## config.mk

```make
export PLATFORM = sky130hd
export DESIGN_NAME = color_centroid
export DESIGN_NICKNAME = d
export VERILOG_FILES = /design/src/rtl/color_centroid.sv
export SDC_FILE = /design/constraint.sdc
export NUM_CORES = 1
export LEC_CHECK = 0
export ABC_AREA = 1
export ABC_CLOCK_PERIOD_IN_PS = 3150
export CORE_MARGIN = 4
export CORE_UTILIZATION = 35
export DETAILED_ROUTE_END_ITERATION = 8
export PLACE_DENSITY_LB_ADDON = 0.12
export SLEW_MARGIN = 0
export SYNTH_ARGS = -nofsm -noshare
export SYNTH_HDL_FRONTEND = slang
export SYNTH_SLANG_ARGS = --single-unit
```

## constraint.sdc

```tcl
create_clock -name clk -period 3.15 [get_ports clk]
set_input_delay 0.63 -clock clk [delete_from_list [all_inputs] [get_ports clk]]
set_output_delay 0.63 -clock clk [all_outputs]
set_load 0.05 [all_outputs]
```

## src/rtl/color_centroid.sv

```systemverilog
// rtl/color_centroid.sv - horizontal centroid band and size level of colour-matched pixels
// One result per 80x60 RGB444 frame; division is restoring, one quotient bit per cycle.
module color_centroid #(
    parameter int c_img_cols  = 80,
    parameter int c_img_rows  = 60,
    parameter int c_nb_cols   = 7,
    parameter int c_nb_rows   = 6,
    parameter int c_nb_cnt    = 13,
    parameter int c_nb_sum    = 20,
    parameter int c_band_cols = 10,
    parameter int c_thr       = 8,
    parameter int c_min_pxls  = 16,
    parameter int c_prox_step = 600
) (
    input  logic        clk,
    input  logic        rst,
    input  logic        frame_start,
    input  logic        pxl_valid,
    input  logic [11:0] pxl_data,
    input  logic [2:0]  rgbfilter,
    output logic [7:0]  centroid,
    output logic [2:0]  proximity,
    output logic        centroid_valid,
    output logic        busy
);

    typedef enum logic [1:0] {
        S_WAIT   = 2'd0,
        S_ACCUM  = 2'd1,
        S_DIVIDE = 2'd2,
        S_UPDATE = 2'd3
    } state_t;

    state_t                state_q, state_d;
    logic [c_nb_cols-1:0]  col_q, col_d;
    logic [c_nb_rows-1:0]  row_q, row_d;
    logic [c_nb_cnt-1:0]   count_q, count_d;
    logic [c_nb_sum-1:0]   sum_q, sum_d;
    logic [c_nb_cnt-1:0]   rem_q, rem_d;
    logic [4:0]            div_cnt_q, div_cnt_d;
    logic [7:0]            centroid_q, centroid_d;
    logic [2:0]            proximity_q, proximity_d;
    logic                  centroid_valid_q, centroid_valid_d;

    logic                  clr_cnt, acc_en, div_en, upd_en;
    logic                  pxl_match, last_col, last_pxl, div_done;
    logic [c_nb_cnt:0]     rem_shift;
    logic                  q_bit;
    logic [c_nb_sum-1:0]   avg;
    logic [2:0]            band;
    logic [2:0]            prox;

    assign pxl_match = ({pxl_data[11:8] >= 4'(c_thr),
                         pxl_data[7:4]  >= 4'(c_thr),
                         pxl_data[3:0]  >= 4'(c_thr)} == rgbfilter);
    assign last_col  = (col_q == c_nb_cols'(c_img_cols - 1));
    assign last_pxl  = last_col && (row_q == c_nb_rows'(c_img_rows - 1));
    assign div_done  = (div_cnt_q == 5'(c_nb_sum - 1));

    always_ff @(posedge clk or posedge rst) begin
        if (rst) begin
            state_q <= S_WAIT;
        end else begin
            state_q <= state_d;
        end
    end

    always_comb begin
        state_d = state_q;
        case (state_q)
            S_WAIT:   if (frame_start) state_d = S_ACCUM;
            S_ACCUM:  if (!frame_start && pxl_valid && last_pxl) state_d = S_DIVIDE;
            S_DIVIDE: if (div_done) state_d = S_UPDATE;
            S_UPDATE: state_d = S_WAIT;
            default:  state_d = S_WAIT;
        endcase
    end

    // frame_start wins over a simultaneous pixel, which is dropped
    always_comb begin
        clr_cnt = 1'b0;
        acc_en  = 1'b0;
        div_en  = 1'b0;
        upd_en  = 1'b0;
        busy    = 1'b0;
        case (state_q)
            S_WAIT:   clr_cnt = frame_start;
            S_ACCUM: begin
                clr_cnt = frame_start;
                acc_en  = pxl_valid && !frame_start;
            end
            S_DIVIDE: begin
                div_en = 1'b1;
                busy   = 1'b1;
            end
            S_UPDATE: begin
                upd_en = 1'b1;
                busy   = 1'b1;
            end
            default: ;
        endcase
    end

    // sum_q doubles as dividend/quotient shift register during DIVIDE
    always_comb begin
        rem_shift = {rem_q, sum_q[c_nb_sum-1]};
        q_bit     = (rem_shift >= {1'b0, count_q});
    end

    always_comb begin
        avg = (count_q == '0) ? '0 : sum_q;
        band = 3'd0;
        for (int i = 1; i < 8; i++) begin
            if (avg >= c_nb_sum'(i * c_band_cols)) band = 3'(i);
        end
        prox = 3'd0;
        for (int i = 1; i < 8; i++) begin
            if (count_q >= c_nb_cnt'(i * c_prox_step)) prox = 3'(i);
        end
    end

    always_comb begin
        col_d            = col_q;
        row_d            = row_q;
        count_d          = count_q;
        sum_d            = sum_q;
        rem_d            = rem_q;
        div_cnt_d        = div_cnt_q;
        centroid_d       = centroid_q;
        proximity_d      = proximity_q;
        centroid_valid_d = 1'b0;
        if (clr_cnt) begin
            col_d     = '0;
            row_d     = '0;
            count_d   = '0;
            sum_d     = '0;
            rem_d     = '0;
            div_cnt_d = '0;
        end else if (acc_en) begin
            if (pxl_match) begin
                count_d = count_q + c_nb_cnt'(1);
                sum_d   = sum_q + c_nb_sum'(col_q);
            end
            if (last_col) begin
                col_d = '0;
                row_d = last_pxl ? '0 : row_q + c_nb_rows'(1);
            end else begin
                col_d = col_q + c_nb_cols'(1);
            end
        end else if (div_en) begin
            rem_d     = q_bit ? c_nb_cnt'(rem_shift - {1'b0, count_q}) : c_nb_cnt'(rem_shift);
            sum_d     = {sum_q[c_nb_sum-2:0], q_bit};
            div_cnt_d = div_cnt_q + 5'd1;
        end else if (upd_en) begin
            centroid_d       = (count_q >= c_nb_cnt'(c_min_pxls)) ? (8'b1 << band) : 8'b0;
            proximity_d      = prox;
            centroid_valid_d = 1'b1;
        end
    end

    always_ff @(posedge clk or posedge rst) begin
        if (rst) begin
            col_q            <= '0;
            row_q            <= '0;
            count_q          <= '0;
            sum_q            <= '0;
            rem_q            <= '0;
            div_cnt_q        <= '0;
            centroid_q       <= '0;
            proximity_q      <= '0;
            centroid_valid_q <= 1'b0;
        end else begin
            col_q            <= col_d;
            row_q            <= row_d;
            count_q          <= count_d;
            sum_q            <= sum_d;
            rem_q            <= rem_d;
            div_cnt_q        <= div_cnt_d;
            centroid_q       <= centroid_d;
            proximity_q      <= proximity_d;
            centroid_valid_q <= centroid_valid_d;
        end
    end

    assign centroid       = centroid_q;
    assign proximity      = proximity_q;
    assign centroid_valid = centroid_valid_q;

endmodule

```

==> flow_metrics.env <==
export IMPL_antenna_found_initial=0
export IMPL_drtPass1Iterations=5
export IMPL_arrival_ns=3.02
export IMPL_grtUsageTotal_pct=16.2
export IMPL_io_pins=32
export IMPL_synth_area_leader_cell="dfrtp_1"
export IMPL_cts_made_buffers=9
export IMPL_fill_cells=1599
export IMPL_cts_tree="built"
export IMPL_stdcell_count=989
export IMPL_start_util_pct=36.0
export IMPL_irDropWorstVdd_mv=0.310
export IMPL_cp_max_fo=27
export IMPL_ys_seq_area_share_pct=35.4
export IMPL_routed_via_density=5.08
export IMPL_die_width_um=134
export IMPL_fin_nets=823
export IMPL_syn_inst=747
export IMPL_antenna_cells=0
export IMPL_tns_ns=0
export IMPL_p_leak_uw=0.00295
export IMPL_hp_class="reg -> reg"
export IMPL_vias=5023
export IMPL_slew_viol_final=0
export IMPL_floorplan_die_height_um=134
export IMPL_avgRoutedWirePerCell_um=13.9
export IMPL_grt_pass1_vias=4762
export IMPL_post_synth_most_frequent_cells="nand2_1 (157), inv_1 (81), dfrtp_1 (78)"
export IMPL_finalCritPeriodShare_pct=89.0
export IMPL_critPathKind="reg -> reg"
export IMPL_syn_area_sq_um=5520
export IMPL_grt_overflow_total=0
export IMPL_synth_edf_count=0
export IMPL_multi_input_area_sq_um=3110
export IMPL_ys_types=52
export IMPL_p_int_uw=3090
export IMPL_p_total_uw=5530
export IMPL_cp_startpoint="sum_q[19]"
export IMPL_syn_num_nets=797
export IMPL_power_density_nw_per_um2=870
export IMPL_synth_top_cell_area_share_pct=35.4
export IMPL_design_die_area_sq_um=17800
export IMPL_place_congestion=0.826
export IMPL_postSynthAreaPerCell_sq_um=7.38
export IMPL_syn_to_final_growth_pct=15.2
export IMPL_placed_area_sq_um=5990
export IMPL_required_ns=3.36
export IMPL_fmax_mhz=357
export IMPL_seq_area_sq_um=1950
export IMPL_cts_root_buf="clkbuf_16"
export IMPL_finalHoldViolations=0
export IMPL_p_sw_share_pct=44.2
export IMPL_dp_cells=973
export IMPL_post_dp_hpwl_um=10300
export IMPL_placeableCoreArea_sq_um=15300
export IMPL_cts_resized=0
export IMPL_cts_buffer_depth=2
export IMPL_min_delay_start="centroid[6]"
export IMPL_status="finished, final reports clean"
export IMPL_cts_sinks=78
export IMPL_holdBufCountCts=0
export IMPL_synth_async_reset_ratio_pct=100
export IMPL_tightest_slew_ns=0.673
export IMPL_wl_um=13800
export IMPL_final_area_sq_um=6360
export IMPL_clock_latency_ns=0.34
export IMPL_cp_end_kind="register"
export IMPL_synth_warnings=0
export IMPL_finalClockSkew_ns=0.00883
export IMPL_setup_viol=0
export IMPL_path_clk_slew_ns=0.06
export IMPL_yosys_top_cells_area="dfrtp_1 (35%), nand2_1 (11%), o21ai_0 (6.6%)"
export IMPL_io_buffers=22
export IMPL_comb_power_share_pct=48.8
export IMPL_cap_violations=0
export IMPL_slew_headroom_pct=55.1
export IMPL_drt_iter0_drc=250
export IMPL_drc_errors=0
export IMPL_r2r_start="sum_q[19]"
export IMPL_synthFlopType="dfrtp_1"
export IMPL_switchingPower_uw=2440
export IMPL_seqPwrFrac_pct=27.9
export IMPL_cts_setup_buffers=0
export IMPL_ant_nets=0
export IMPL_critPathLaunchType="register"
export IMPL_layout_drive_gt1_share_pct=9.38
export IMPL_std_cell_rows=45
export IMPL_clkPwrFrac_pct=23.3
export IMPL_rsz0062_at_grt="no"
export IMPL_grt_pass1_wl_um=23600
export IMPL_synth_most_common_cell="nand2_1"
export IMPL_ys_ff_latch=78
export IMPL_grt_max_degree=79
export IMPL_h_tree_depth=3
export IMPL_min_period_ns=2.80
-- per-stage QoR --
step / setup slack [ns] / utilization, % / hold slack, ns
6_report: 0.346 / 41.5 / 0.482
4_1_cts: 0.332 / 41.5 / 0.489
3_3_place_gp: 0.149 / 39.1 / 0.467
5_1_grt: 0.0841 / 41.5 / 0.514
2_1_floorplan: 0.525 / - / 0.469
3_5_place_dp: 0.170 / 39.1 / 0.471
-- logic make-up after synthesis --
logic type      count (synthesis)  share of synthesized area [%]
buf+inv                       110                           8.19
xor+xnor                       18                           2.86
compound gates                182                           19.5
fa+ha+maj                      31                           7.30
simple gates                  328                           26.8
flops                          78                           35.4
-- per-layer routing --
metal | vias to the layer above | global-route usage [%] | share of wire [%]
met2 | 98 | 24.3 | 43
met1 | 2343 | 23.1 | 50
li1 | 2567 | - | -
met3 | 15 | 2.45 | 3.9
met5 | - | 0 | 0
met4 | 0 | 6.91 | 2.3
-- registers in the layout (all words and copies together) (netlist names) --
name and flops:
col_q 7, proximity 3, state_q 2, count_q 13
div_cnt_q 5, rem_q 13, row_q 6, sum_q 20
centroid 8, centroid_valid 1
-- worst paths after layout --
check	cells after the start	end	slack (ns)
setup / recovery	11	rem_q[4]	0.35
hold / removal	2	centroid[6]	0.48
setup reg to reg	11	rem_q[4]	0.35
hold reg to reg	2	centroid[6]	0.48
max in group asynchronous	3	sum_q[15]	2.11
min in group asynchronous	3	proximity[1]	0.70
-- critical path, cell delays in order (launching register included) --
cell and delay, ns:
dfrtp_1 0.39, inv_1 0.11, ha_1 0.22, fa_1 0.42
o21ai_2 0.24, inv_1 0.08, o21ai_0 0.31, nand3_1 0.14
nand3_2 0.39, o21ai_0 0.17, o21ai_0 0.11, o21ai_0 0.10
-- power by group through the flow --
stage,Combinational [uW],Clock [uW],Sequential [uW]
2_1_floorplan,2040,0,1520
3_3_place_gp,2680,0,1550
3_5_place_dp,2710,0,1550
4_1_cts,2730,1330,1540
5_1_grt,3090,1370,1590
6_report,2700,1290,1540
-- layout by cell type, fill, tap and decap left out, types with 3 or more instances in the layout --
cell type	Yosys	layout
nor2_2	8	8
o21ai_2	4	4
or2_2	3	3
o21ai_0	73	73
nand2_2	9	9
clkbuf_16	0	9
o22ai_1	8	8
bufinv_16	0	4
xnor2_1	6	6
o31ai_1	4	4
nand4_1	13	13
nand2_1	157	157
buf_4	0	11
inv_1	81	80
nor3_1	15	15
xor2_1	12	12
o21ai_1	9	9
dfrtp_1	78	78
a32o_1	3	3
nor2_1	68	68
nor3b_1	3	3
ha_1	29	29
o211ai_1	14	14
nand3_1	41	41
nand3_2	3	3
clkdlybuf4s50_1	0	22
a31oi_1	5	5
inv_2	9	9
a21oi_1	43	43
-- final cells by class --
type | count | share of cell area (%)
clock inverter | 6 | 2.11
inverter | 91 | 5.39
clock buffer | 10 | 3.60
tap | 211 | 4.15
timing repair buffer | 34 | 5.08
multi-input combinational | 559 | 49.0
sequential | 78 | 30.7
Note: power is estimated with default switching activity, not from simulation.
